`config.mk`:
```
export PLATFORM = sky130hd
export DESIGN_NAME = ps2_host_tx
export DESIGN_NICKNAME = d
export VERILOG_FILES = /design/src/rtl/ps2_host_tx_pkg.sv /design/src/rtl/ps2_host_tx_sync.sv /design/src/rtl/ps2_host_tx.sv
export SDC_FILE = /design/constraint.sdc
export NUM_CORES = 1
export LEC_CHECK = 0
export BUFFER_PORTS_ARGS = -buffer_cell sky130_fd_sc_hd__clkbuf_2
export CAP_MARGIN = 20
export CELL_PAD_IN_SITES_DETAIL_PLACEMENT = 0
export CELL_PAD_IN_SITES_GLOBAL_PLACEMENT = 1
export CORE_UTILIZATION = 28
export CTS_CLUSTER_DIAMETER = 80
export DETAILED_ROUTE_END_ITERATION = 7
export GPL_TIMING_DRIVEN = 0
export PLACE_DENSITY_LB_ADDON = 0.3
export SLEW_MARGIN = 20
export SYNTH_ARGS = -nofsm -noshare
export SYNTH_HDL_FRONTEND = slang
export SYNTH_SLANG_ARGS = --single-unit
```
`constraint.sdc`:
```
create_clock -name clk -period 4.6 [get_ports clk]
set_input_delay 0.92 -clock clk [delete_from_list [all_inputs] [get_ports clk]]
set_output_delay 0.92 -clock clk [all_outputs]
set_load 0.005 [all_outputs]
```
`src/rtl/ps2_host_tx_pkg.sv`:
```
// Shared definitions for the PS/2 host-to-device transmitter: state encoding,
// common keyboard command bytes, frame payload and microsecond-to-cycle helper.
package ps2_host_tx_pkg;

  typedef enum logic [2:0] {
    ST_IDLE      = 3'd0,
    ST_INHIBIT   = 3'd1,
    ST_RTS       = 3'd2,
    ST_SEND      = 3'd3,
    ST_ACK       = 3'd4,
    ST_WAIT_IDLE = 3'd5
  } ps2_tx_state_e;

  localparam logic [7:0] PS2_CMD_SET_LEDS = 8'hED;
  localparam logic [7:0] PS2_CMD_ECHO     = 8'hEE;
  localparam logic [7:0] PS2_CMD_ENABLE   = 8'hF4;
  localparam logic [7:0] PS2_CMD_RESET    = 8'hFF;

  localparam int unsigned BITCNT_W = 4;
  localparam logic [BITCNT_W-1:0] BIT_LAST_DATA = 4'd7;
  localparam logic [BITCNT_W-1:0] BIT_PARITY    = 4'd8;
  localparam logic [BITCNT_W-1:0] BIT_MAX       = 4'hF;

  // Byte being shifted out plus its precomputed odd parity bit.
  typedef struct packed {
    logic [7:0] data;
    logic       par;
  } ps2_frame_t;

  function automatic int unsigned us_to_cyc(input int unsigned freq_hz,
                                            input int unsigned us);
    return (freq_hz / 32'd1_000_000) * us;
  endfunction

  function automatic logic odd_parity(input logic [7:0] d);
    return ~^d;
  endfunction

endpackage

```
`src/rtl/ps2_host_tx_sync.sv`:
```
// Two-flop synchronizer for one raw PS/2 line with a registered falling-edge flag
// that is aligned with the synchronized level.
module ps2_host_tx_sync (
  input  logic clk,
  input  logic rst_n,
  input  logic i_line,
  output logic o_level,
  output logic o_fall
);

  logic r_meta;
  logic r_sync;
  logic r_fall;

  // Idle level of a pulled-up PS/2 line is high, so reset to 1 to avoid a spurious edge.
  always_ff @(posedge clk or negedge rst_n) begin
    if (!rst_n) begin
      r_meta <= 1'b1;
      r_sync <= 1'b1;
      r_fall <= 1'b0;
    end else begin
      r_meta <= i_line;
      r_sync <= r_meta;
      r_fall <= r_sync & ~r_meta;
    end
  end

  assign o_level = r_sync;
  assign o_fall  = r_fall;

endmodule

```
`src/rtl/ps2_host_tx.sv`:
```
// PS/2 host-to-device command transmitter: inhibit, request-to-send, 11-clock frame, ACK check.
// Optional device watchdog enabled by defining PS2_TX_TIMEOUT_EN.
module ps2_host_tx
  import ps2_host_tx_pkg::*;
#(
  parameter int unsigned CLK_FREQ_HZ = 50_000_000,
  parameter int unsigned INHIBIT_US  = 100,
  parameter int unsigned TIMEOUT_US  = 15000
) (
  input  logic       clk,
  input  logic       rst_n,
  input  logic [7:0] i_tx_data,
  input  logic       i_tx_valid,
  output logic       o_tx_ready,
  input  logic       i_kbclk,
  input  logic       i_kbdata,
  output logic       o_kbclk_oe,
  output logic       o_kbdata_oe,
  output logic       o_busy,
  output logic       o_done,
  output logic       o_err
);

  localparam int unsigned INHIBIT_CYC = us_to_cyc(CLK_FREQ_HZ, INHIBIT_US);
  localparam int unsigned TIMEOUT_CYC = us_to_cyc(CLK_FREQ_HZ, TIMEOUT_US);
  localparam int unsigned CNT_MAX     = (INHIBIT_CYC > TIMEOUT_CYC) ? INHIBIT_CYC : TIMEOUT_CYC;
  localparam int unsigned CNT_W       = $clog2(CNT_MAX + 1);

  localparam logic [CNT_W-1:0] INHIBIT_LOAD = CNT_W'(INHIBIT_CYC - 32'd1);
  localparam logic [CNT_W-1:0] TIMEOUT_LOAD = CNT_W'(TIMEOUT_CYC - 32'd1);

  ps2_tx_state_e         r_state;
  ps2_tx_state_e         w_state_nxt;
  ps2_frame_t            r_frame;
  ps2_frame_t            w_frame_nxt;
  logic [BITCNT_W-1:0]   r_bitcnt;
  logic [BITCNT_W-1:0]   w_bitcnt_nxt;
  logic [CNT_W-1:0]      r_cnt;
  logic [CNT_W-1:0]      w_cnt_nxt;
  logic                  r_kbclk_oe;
  logic                  w_kbclk_oe_nxt;
  logic                  r_kbdata_oe;
  logic                  w_kbdata_oe_nxt;
  logic                  r_done;
  logic                  w_done_nxt;
  logic                  r_err;
  logic                  w_err_nxt;
  logic                  r_tx_ready;
  logic                  r_busy;

  logic w_clk_lvl;
  logic w_clk_fall;
  logic w_data_lvl;
  logic w_data_fall;
  logic w_unused;

  ps2_host_tx_sync u_sync_clk (
    .clk     (clk),
    .rst_n   (rst_n),
    .i_line  (i_kbclk),
    .o_level (w_clk_lvl),
    .o_fall  (w_clk_fall)
  );

  ps2_host_tx_sync u_sync_data (
    .clk     (clk),
    .rst_n   (rst_n),
    .i_line  (i_kbdata),
    .o_level (w_data_lvl),
    .o_fall  (w_data_fall)
  );

  // The transmitter only needs the data level; its edge flag has no consumer here.
  assign w_unused = w_data_fall;

  // State and registered outputs.
  always_ff @(posedge clk or negedge rst_n) begin
    if (!rst_n) begin
      r_state     <= ST_IDLE;
      r_frame     <= '0;
      r_bitcnt    <= '0;
      r_cnt       <= '0;
      r_kbclk_oe  <= 1'b0;
      r_kbdata_oe <= 1'b0;
      r_done      <= 1'b0;
      r_err       <= 1'b0;
      r_tx_ready  <= 1'b1;
      r_busy      <= 1'b0;
    end else begin
      r_state     <= w_state_nxt;
      r_frame     <= w_frame_nxt;
      r_bitcnt    <= w_bitcnt_nxt;
      r_cnt       <= w_cnt_nxt;
      r_kbclk_oe  <= w_kbclk_oe_nxt;
      r_kbdata_oe <= w_kbdata_oe_nxt;
      r_done      <= w_done_nxt;
      r_err       <= w_err_nxt;
      r_tx_ready  <= (w_state_nxt == ST_IDLE);
      r_busy      <= (w_state_nxt != ST_IDLE);
    end
  end

  // Next-state and next-output logic.
  always_comb begin
    w_state_nxt     = r_state;
    w_frame_nxt     = r_frame;
    w_bitcnt_nxt    = r_bitcnt;
    w_cnt_nxt       = r_cnt;
    w_kbclk_oe_nxt  = r_kbclk_oe;
    w_kbdata_oe_nxt = r_kbdata_oe;
    w_done_nxt      = 1'b0;
    w_err_nxt       = 1'b0;

    unique case (r_state)
      ST_IDLE: begin
        w_kbclk_oe_nxt  = 1'b0;
        w_kbdata_oe_nxt = 1'b0;
        if (i_tx_valid && r_tx_ready) begin
          w_frame_nxt.data = i_tx_data;
          w_frame_nxt.par  = odd_parity(i_tx_data);
          w_bitcnt_nxt     = '0;
          w_cnt_nxt        = INHIBIT_LOAD;
          w_kbclk_oe_nxt   = 1'b1;
          w_kbdata_oe_nxt  = (INHIBIT_CYC <= 32'd1);
          w_state_nxt      = ST_INHIBIT;
        end
      end

      ST_INHIBIT: begin
        w_kbclk_oe_nxt = 1'b1;
        if (r_cnt == '0) begin
          // Release clock while keeping data low: this is the start bit / request-to-send.
          w_kbclk_oe_nxt  = 1'b0;
          w_kbdata_oe_nxt = 1'b1;
          w_cnt_nxt       = TIMEOUT_LOAD;
          w_state_nxt     = ST_RTS;
        end else begin
          w_cnt_nxt       = r_cnt - CNT_W'(1);
          w_kbdata_oe_nxt = (r_cnt == CNT_W'(1));
        end
      end

      ST_RTS: begin
        w_kbclk_oe_nxt  = 1'b0;
        w_kbdata_oe_nxt = 1'b1;
        w_bitcnt_nxt    = '0;
        w_state_nxt     = ST_SEND;
      end

      ST_SEND: begin
        w_kbclk_oe_nxt = 1'b0;
        if (w_clk_fall) begin
          if (r_bitcnt <= BIT_LAST_DATA) begin
            w_kbdata_oe_nxt  = ~r_frame.data[0];
            w_frame_nxt.data = {1'b0, r_frame.data[7:1]};
          end else if (r_bitcnt == BIT_PARITY) begin
            w_kbdata_oe_nxt = ~r_frame.par;
          end else begin
            w_kbdata_oe_nxt = 1'b0;
            w_state_nxt     = ST_ACK;
          end
          if (r_bitcnt != BIT_MAX) begin
            w_bitcnt_nxt = r_bitcnt + BITCNT_W'(1);
          end
        end
      end

      ST_ACK: begin
        w_kbclk_oe_nxt  = 1'b0;
        w_kbdata_oe_nxt = 1'b0;
        if (w_clk_fall) begin
          w_done_nxt  = ~w_data_lvl;
          w_err_nxt   = w_data_lvl;
          w_state_nxt = ST_WAIT_IDLE;
        end
      end

      ST_WAIT_IDLE: begin
        w_kbclk_oe_nxt  = 1'b0;
        w_kbdata_oe_nxt = 1'b0;
        if (w_clk_lvl && w_data_lvl) begin
          w_state_nxt = ST_IDLE;
        end
      end

      default: begin
        w_kbclk_oe_nxt  = 1'b0;
        w_kbdata_oe_nxt = 1'b0;
        w_state_nxt     = ST_IDLE;
      end
    endcase

`ifdef PS2_TX_TIMEOUT_EN
    // Watchdog overrides any clock fall seen on the expiry cycle.
    if (r_state inside {ST_RTS, ST_SEND, ST_ACK}) begin
      if (r_cnt == '0) begin
        w_frame_nxt     = r_frame;
        w_bitcnt_nxt    = r_bitcnt;
        w_kbclk_oe_nxt  = 1'b0;
        w_kbdata_oe_nxt = 1'b0;
        w_done_nxt      = 1'b0;
        w_err_nxt       = 1'b1;
        w_state_nxt     = ST_WAIT_IDLE;
      end else begin
        w_cnt_nxt = r_cnt - CNT_W'(1);
      end
    end
`endif
  end

  assign o_tx_ready  = r_tx_ready;
  assign o_busy      = r_busy;
  assign o_kbclk_oe  = r_kbclk_oe;
  assign o_kbdata_oe = r_kbdata_oe;
  assign o_done      = r_done;
  assign o_err       = r_err;

endmodule
```
=== Word-level counts from Yosys, hierarchy flattened ===
Cells that the tools add are included.
W data, S select, Z words.

* Bits in registers: 47
* Logic and storage cells: 81

* Add/subtract/negate cells: 2
* Magnitude comparators: 1
* Equal/unequal tests: 12
* Mux-type cells: 31
* Bitwise logic cells: 5
* Reduce and logical (&&, ||, !) cells: 14

{| class="wikitable"
|+ Operators by type and width
! kind !! count
|-
| $mux W20 || 2
|-
| $pmux W20 S2 || 1
|-
| $mux W3 || 7
|-
| $eq A20 B1 Y1 const B || 1
|-
| $logic_not A20 Y1 || 1
|-
| $sub A20 B1 Y20 const B || 1
|-
| $pmux W3 S6 || 1
|-
| $mux W8 || 2
|-
| $pmux W8 S2 || 1
|-
| $mux W4 || 3
|-
| $pmux W4 S3 || 1
|-
| $mux W1 || 10
|-
| $mux W9 || 1
|-
| $reduce_and A4 Y1 || 2
|-
| $reduce_xnor A8 Y1 || 1
|-
| $eq A3 B2 Y1 const B || 2
|-
| $eq A3 B3 Y1 const B || 2
|-
| $logic_not A3 Y1 || 2
|-
| $ne A2 B2 Y1 const B || 3
|-
| $reduce_bool A3 Y1 || 2
|-
| $add A4 B1 Y4 const B || 1
|-
| $eq A4 B4 Y1 const B || 1
|-
| $le A4 B3 Y1 const B || 1
|-
| $ne A4 B4 Y1 const B || 1
|-
| other kinds (9) || 15
|}

=== Longest topological paths before layout ===
Gate-level depths: netlist (run 1).

* Word-level depth: 6
* Mapped depth: 7
* Mapped depth without buffers: 7

=== Modules after synthesis ===
From an unflattened synthesis (run 1), not the netlist that was laid out.

* Cell total of the unflattened synthesis: 273
* Area, all modules: 2506.2 µm²

{| class="wikitable"
|+ Modules (own cells, without submodules)
! module !! instances !! cells each !! area an instance (µm²)
|-
| ps2_host_tx || 1 || 265 || 2323.5
|-
| ps2_host_tx_sync || 2 || 4 || 91.3
|}

=== Worst setup path before layout (run 1) ===
OpenSTA, ideal clock, no wires.

* Path kind: input port to flip-flop
* Start point: in i_tx_valid
* End point: reg r_bitcnt[3]
* Arrival: 2.171 ns
* Required time: 4.477 ns
* Path slack: 2.305 ns
* Stages: 6
* Path buffers: 1
* Path through: and2_1 > clkbuf_1 > nand2_1 > a221oi_1 > nand4_1 > mux2i_1

* Longest elaborated chain between the ends: 3

{| class="wikitable"
|+ RTL lines
! item !! RTL line !! text
|-
| from (decl) || ps2_host_tx.sv:13 || <nowiki>input logic i_tx_valid,</nowiki>
|-
| $logic_and A1 B1 Y1 || ps2_host_tx.sv:118 || <nowiki>if (i_tx_valid && r_tx_ready) begin</nowiki>
|-
| $ne A2 B2 Y1 (no source line) || -- ||
|-
| $reduce_and A4 Y1 (no source line) || -- ||
|-
| to (signal assigned) || ps2_host_tx.sv:92 || <nowiki>r_bitcnt <= w_bitcnt_nxt;</nowiki>
|-
| to (decl) || ps2_host_tx.sv:36 || <nowiki>logic [BITCNT_W-1:0] r_bitcnt;</nowiki>
|}

Every way passes these cells.
A chain may end at the register's enable or synchronous reset.

=== Final worst setup path (run 1) ===
* Start point: in i_tx_valid
* End point: reg r_frame[6] in the netlist's numbering

* Longest elaborated chain between the ends: 3

{| class="wikitable"
|+ RTL lines
! item !! RTL line !! text
|-
| $logic_and A1 B1 Y1 || ps2_host_tx.sv:118 ||
|-
| $ne A2 B2 Y1 (no source line) || -- ||
|-
| $reduce_and A4 Y1 (no source line) || -- ||
|-
| to (signal assigned) || ps2_host_tx.sv:91 || <nowiki>r_frame <= w_frame_nxt;</nowiki>
|-
| to (decl) || ps2_host_tx.sv:34 || <nowiki>ps2_frame_t r_frame;</nowiki>
|}

Every way passes these cells.

==> metrics, run 1 <==
vias in the first global route=2,005; HP Class=register to register; CTS clk-pin slew, worst paths=0.09 ns; row cnt=33; filler cell count=895; PortBufs=18; largest net degree at the start of global routing=48; most used cell along the critical path=clkbuf_1; top_reg_cell synth=dfrtp_1; Bufs and invs on worst path=3; Warnings, synthesis=0; R2R Setup Slk=2.25 ns; Pwr Density=270.9 mW/mm2; final setup vio count=0; post-CTS sizing=0; Hold Path Stages=0; number of synthesized register bits=47; CP max FO=10; VDD IR max=0.1790 mV; DR vias/cell=5.144; Post-synth EDFFs=0; CTS Buf Count=5; # Max-Cap Violations=0; RR Endpoint=r_cnt[11]; starting DRC count in detailed routing=74; Final Net Count=314; Fmax achieved=399.0 MHz; CTS tree=built; RR Startpoint=r_cnt[14]; H-tree Lvls=2; first-pass GRT wire length=10.03 mm; dpl hpwl=4.168 mm; Initial Utilization=0.2938; Vias=2,068; wire length per cell=14.51 um; Worst Tran Pin Value=0.6499 ns; Crit path required time=4.83 ns; die area=0.009173 mm2; First-pass DRT Iterations=4; total gr overflow=0; fin area=0.002804 mm2; max-slew violations=0; final hold viol count=0; CP Depth=8; Worst-Skew Late Latency=0.30 ns; Worst Reg-to-Reg Cells=6; critical path class=input pin to register; Final GP Congestion=0.7223; Area after DPL=0.002686 mm2; CP arrival=2.73 ns; worst setup margin=2.094 ns; synthesis-to-finish area growth=13.87%; min-delay src=u_sync_data.r_meta; Synth Instances=271; # DRC=0; Leakage=1.110 nW; critical path's largest stage delay=0.45 ns; startpoint types=input pin; RSZ-0062 raised after global routing=false; status=complete, no violations; Netlist Area Pre-Place=0.002462 mm2; worst-path cell chain=clkbuf_2 > and2_1 > clkbuf_1 > nand2_1 > a21oi_1 > clkbuf_1 > nor2_1 > a31oi_1; Top Ports=19; Max Clock Skew=0.006814 ns; CTS Sinks=47; Avg Cell Area, Syn=9.086 um2; Final Critical Period=2.506 ns; antenna viol nets, final=0; footprint of the multi-input gates=0.001189 mm2; sequential cell area=0.001182 mm2; register area share after synthesis=0.4802; Async SR Flop Fraction=1.000; routed wire length=5.832 mm; Die Y=95.78 um; chip width=95.78 um; largest delay contributor family on the critical path=buffers and inverters; setup TNS=0 ns; Worst Hold Endpoint=u_sync_data.o_level; Root Driver=clkbuf_8; Synthesized Nets=289; Post-CTS Setup Bufs=0; Max clock buf depth=2; dpl ws=1.762 ns; antenna cell count=0; core area=0.008382 mm2; slowest CP cell=a21oi_1; initial antenna violation count=0; Distinct cells, synth=45; layout cells sized above 1=0.1414; hold buffers post-CTS=0; period utilization=0.5449; GRT Resource Usage Total=0.1432; critical path endpoint category=register; Slew HR=0.5658
## cell type report
cell class              count  area share
multi-input cells         200      0.4239
flip-flops and latches     47      0.4217
well taps                 105     0.04685
repair buffers             18     0.03302
clock buffers               6     0.02945
inverters                  14     0.01874
plain buffers              10     0.01383
clock inverters             2     0.01249
## power by group
| group | internal, mW | leakage, nW | switching [mW] |
|---|---|---|---|
| Combinational | 0.0110 | 0.530 | 0.0155 |
| Clock | 0.176 | 0.0612 | 0.139 |
| Sequential | 0.416 | 0.519 | 0.00176 |
## sequential cells by signal, summed over array words and instances (netlist names), 3 cells and up
register / flops
r_cnt: 20
r_frame: 9
r_state: 3
r_bitcnt: 4
## logic make-up after synthesis
group	share of synthesized area
AOI/OAI and AO/OA	0.1646
xor gates and xnor gates	0.02490
and+or+nand+nor	0.2505
adders and majority gates	0.02541
DFF	0.4802
muxes	0.01728
buffers and inverters	0.03709
## per-stage QoR
stage	power [mW]	hold slack, ns	utilization	instances
floorplan	0.4366	0.3452	-	271
global placement	0.4542	0.3467	0.3202	394
detailed placement	0.4543	0.3472	0.3205	394
CTS	0.7722	0.3602	0.3345	402
global route	0.7918	0.3683	0.3345	402
finish	0.7597	0.3591	0.3345	402
## cell usage in the layout, fill, tap and decap left out, types with 4 or more instances in the layout
master     n
o211ai_1   4
dfrtp_1   42
a21oi_1   13
and2_1     4
nor3_1    12
a31oi_1    8
clkbuf_8   6
or3_1      6
clkbuf_1   9
nor2_1    20
inv_1     14
ha_1       5
nand2_1   32
nor4_1     6
nand3_1   18
o21ai_0   22
nand4_1    5
xnor2_1    6
dfstp_2    5
clkbuf_2  17
or4_1      4
o31ai_1    4
## worst max path at each step
stage	start	to	slack (ns)
5_1_grt	i_tx_valid	r_frame[3]	1.86
6_report	i_tx_valid	r_frame[6]	2.09
3_5_place_dp	i_tx_valid	r_frame[6]	1.76
4_1_cts	i_tx_valid	r_frame[6]	2.08
2_1_floorplan	i_tx_valid	r_bitcnt[3]	2.31
3_3_place_gp	i_tx_valid	r_frame[7]	1.76
## worst register-to-register path, stage by stage, from the launching register on
cell,delay [ns]
dfrtp_1,0.48
nor4_4,0.37
nand3_2,0.20
o31ai_4,0.45
buf_2,0.31
o21ai_0,0.13
mux2_2,0.29
## routing by layer
| metal | wire (um) | vias to the layer above | part of all wire | GRT usage |
|---|---|---|---|---|
| li1 | - | 1027 | - | - |
| met1 | 2972 | 1013 | 0.51 | 0.1983 |
| met2 | 2678 | 24 | 0.46 | 0.2310 |
| met3 | 131 | 4 | 0.022 | 0.02686 |
| met4 | 50 | 0 | 0.0086 | 0.03358 |
| met5 | 0 | - | 0 | 0 |
## cell usage after synthesis (2+ instances only)
cell | instances | share of area
a21oi_1 | 13 | 0.026
a22oi_1 | 2 | 0.0061
a311oi_1 | 2 | 0.0071
a31oi_1 | 8 | 0.020
and2_1 | 4 | 0.010
clkbuf_1 | 9 | 0.014
dfrtp_1 | 42 | 0.43
dfstp_2 | 5 | 0.053
ha_1 | 5 | 0.025
inv_1 | 14 | 0.021
mux2_2 | 2 | 0.0091
mux2i_1 | 2 | 0.0081
nand2_1 | 32 | 0.049
nand2b_1 | 2 | 0.0051
nand3_1 | 18 | 0.037
nand4_1 | 5 | 0.013
nor2_1 | 20 | 0.030
nor2b_1 | 2 | 0.0051
nor3_1 | 12 | 0.024
nor4_1 | 6 | 0.015
o211ai_1 | 4 | 0.012
o21ai_0 | 22 | 0.045
o31ai_1 | 4 | 0.012
or2_2 | 2 | 0.0051
or3_1 | 6 | 0.015
or4_1 | 4 | 0.012
xnor2_1 | 6 | 0.021
Power figures use the tool's default switching activity.
==> run 2: changes to the inputs <==
==> constraint.sdc (replaced) <==
create_clock -name clk -period 2.07 [get_ports clk]
set_input_delay 0.414 -clock clk [delete_from_list [all_inputs] [get_ports clk]]
set_output_delay 0.414 -clock clk [all_outputs]
set_load 0.005 [all_outputs]
==> metrics, run 2 (synthesis gave the netlist of run 1 again) <==
first-pass GRT wire length=10.21 mm; wire length per cell=14.56 um; Worst Tran Pin Value=0.6561 ns; Final GP Congestion=0.7223; die area=0.009173 mm2; First-pass DRT Iterations=4; final hold viol count=0; CTS clk-pin slew, worst paths=0.09 ns; Area after DPL=0.002686 mm2; total gr overflow=0; Finished Layout Cells=413; CTS Sinks=47; synthesis-to-finish area growth=21.70%; slowest CP cell=dfrtp_2; HP Class=input pin to asynchronous set/reset pin; VDD IR max=0.3902 mV; Pwr Density=562.4 mW/mm2; CP max FO=10; GRT Resource Usage Total=0.1466; filler cell count=883; max-slew violations=0; DR vias/cell=5.092; final setup vio count=0; Final Critical Period=1.999 ns; layout cells sized above 1=0.2500; fin area=0.002997 mm2; critical path class=register to register; Root Driver=clkbuf_8; largest delay contributor family on the critical path=simple AND/OR/NAND/NOR gates; dpl cells=394; # Max-Cap Violations=0; CP Depth=7; period utilization=0.9657; hold_ws=0.1727 ns; most common cell after layout, fill and taps aside=dfrtp_1; worst setup margin=0.07098 ns; PortBufs=18; antenna viol nets, final=0; CP arrival=2.18 ns; critical path's largest stage delay=0.47 ns; Bufs and invs on worst path=2; max reg flops=20; setup TNS=0 ns; Crit path required time=2.26 ns; most frequent cells in the layout=dfrtp_1 (39), nand2_1 (31), clkbuf_2 (22), o21ai_0 (22), nor2_1 (19); Final Net Count=325; Max clock buf depth=2; status=complete, no violations; Worst-Skew Late Latency=0.30 ns; largest net degree at the start of global routing=48; row cnt=33; startpoint types=register; Max Clock Skew=0.005527 ns; Die Y=95.78 um; dpl ws=-0.3305 ns; CTS tree=built; Worst Reg-to-Reg Cells=7; largest registers=r_cnt (20), r_frame (9), r_bitcnt (4); critical path endpoint category=register; Initial Utilization=0.2938; utilization after layout=0.3575; Top Ports=19; initial antenna violation count=0; antenna cell count=0; Vias=2,103; dpl hpwl=4.168 mm; worst-path cell chain=nor4_4 > nand3_2 > o31ai_4 > buf_4 > buf_6 > o21ai_0 > mux2_2; routed wire length=6.014 mm; Fmax achieved=500.2 MHz; CTS Buf Count=5; chip width=95.78 um; Leakage=1.191 nW; Pwr Total=1.685 mW; # DRC=0; vias in the first global route=2,032; starting DRC count in detailed routing=76; hold buffers post-CTS=0; Top reg by flops=r_cnt; RSZ-0062 raised after global routing=true; Slew HR=0.5626; H-tree Lvls=2; core area=0.008382 mm2
## run 2: changes by cell type in the layout (fill, tap and decap cells not counted), moves of 3 or more
cell and delta:
nor3_4 +3, clkbuf_2 +5, dfrtp_1 -3, dfrtp_2 +3
buf_4 +13, nor3_1 -3, clkbuf_1 -7
## run 2: path summary, 6_finish.rpt
check,to,slack [ns],startpoint
worst max-delay path,r_cnt[11],0.07,r_cnt[14]
worst min-delay path,o_done,0.17,rst_n
worst max register to register,r_cnt[11],0.07,r_cnt[14]
worst min register to register,u_sync_data.o_level,0.36,u_sync_data.r_meta
max in group asynchronous,r_cnt[0],1.43,rst_n
min in group clk,u_sync_data.r_meta,0.19,i_kbdata
## run 2: power by group
part,internal [mW],total [mW],switching [mW]
clock network,0.391,0.697,0.306
logic,0.0244,0.0589,0.0345
registers,0.925,0.929,0.00396
## run 2: timing repair
action / in CTS / in global routing
pin swaps: 5 / 2
endpoints found under the hold margin: 0 / 0
buffers inserted: 6 / 7
gates resized for setup: 12 / 21
setup endpoints to repair: 27 / 28
cloned: 0 / 0
## run 2: per-layer routing
layer  wire [um]  GRT usage  vias to the layer above
li1            -          -                     1049
met1        2977     0.2019                     1031
met2        2848     0.2387                       19
met3         141    0.02686                        4
met4          47    0.03358                        0
met5           0          0                        -
## run 2: layout make-up
cell class	instances	area [um2]	share of cell area
tap	105	131.4	0.04384
clock buffer	6	82.58	0.02756
buffer	8	43.79	0.01461
multi-input combinational	200	1275	0.4255
timing repair buffer	31	190.2	0.06347
clock inverter	2	35.03	0.01169
inverter	14	52.55	0.01754
sequential	47	1186	0.3958
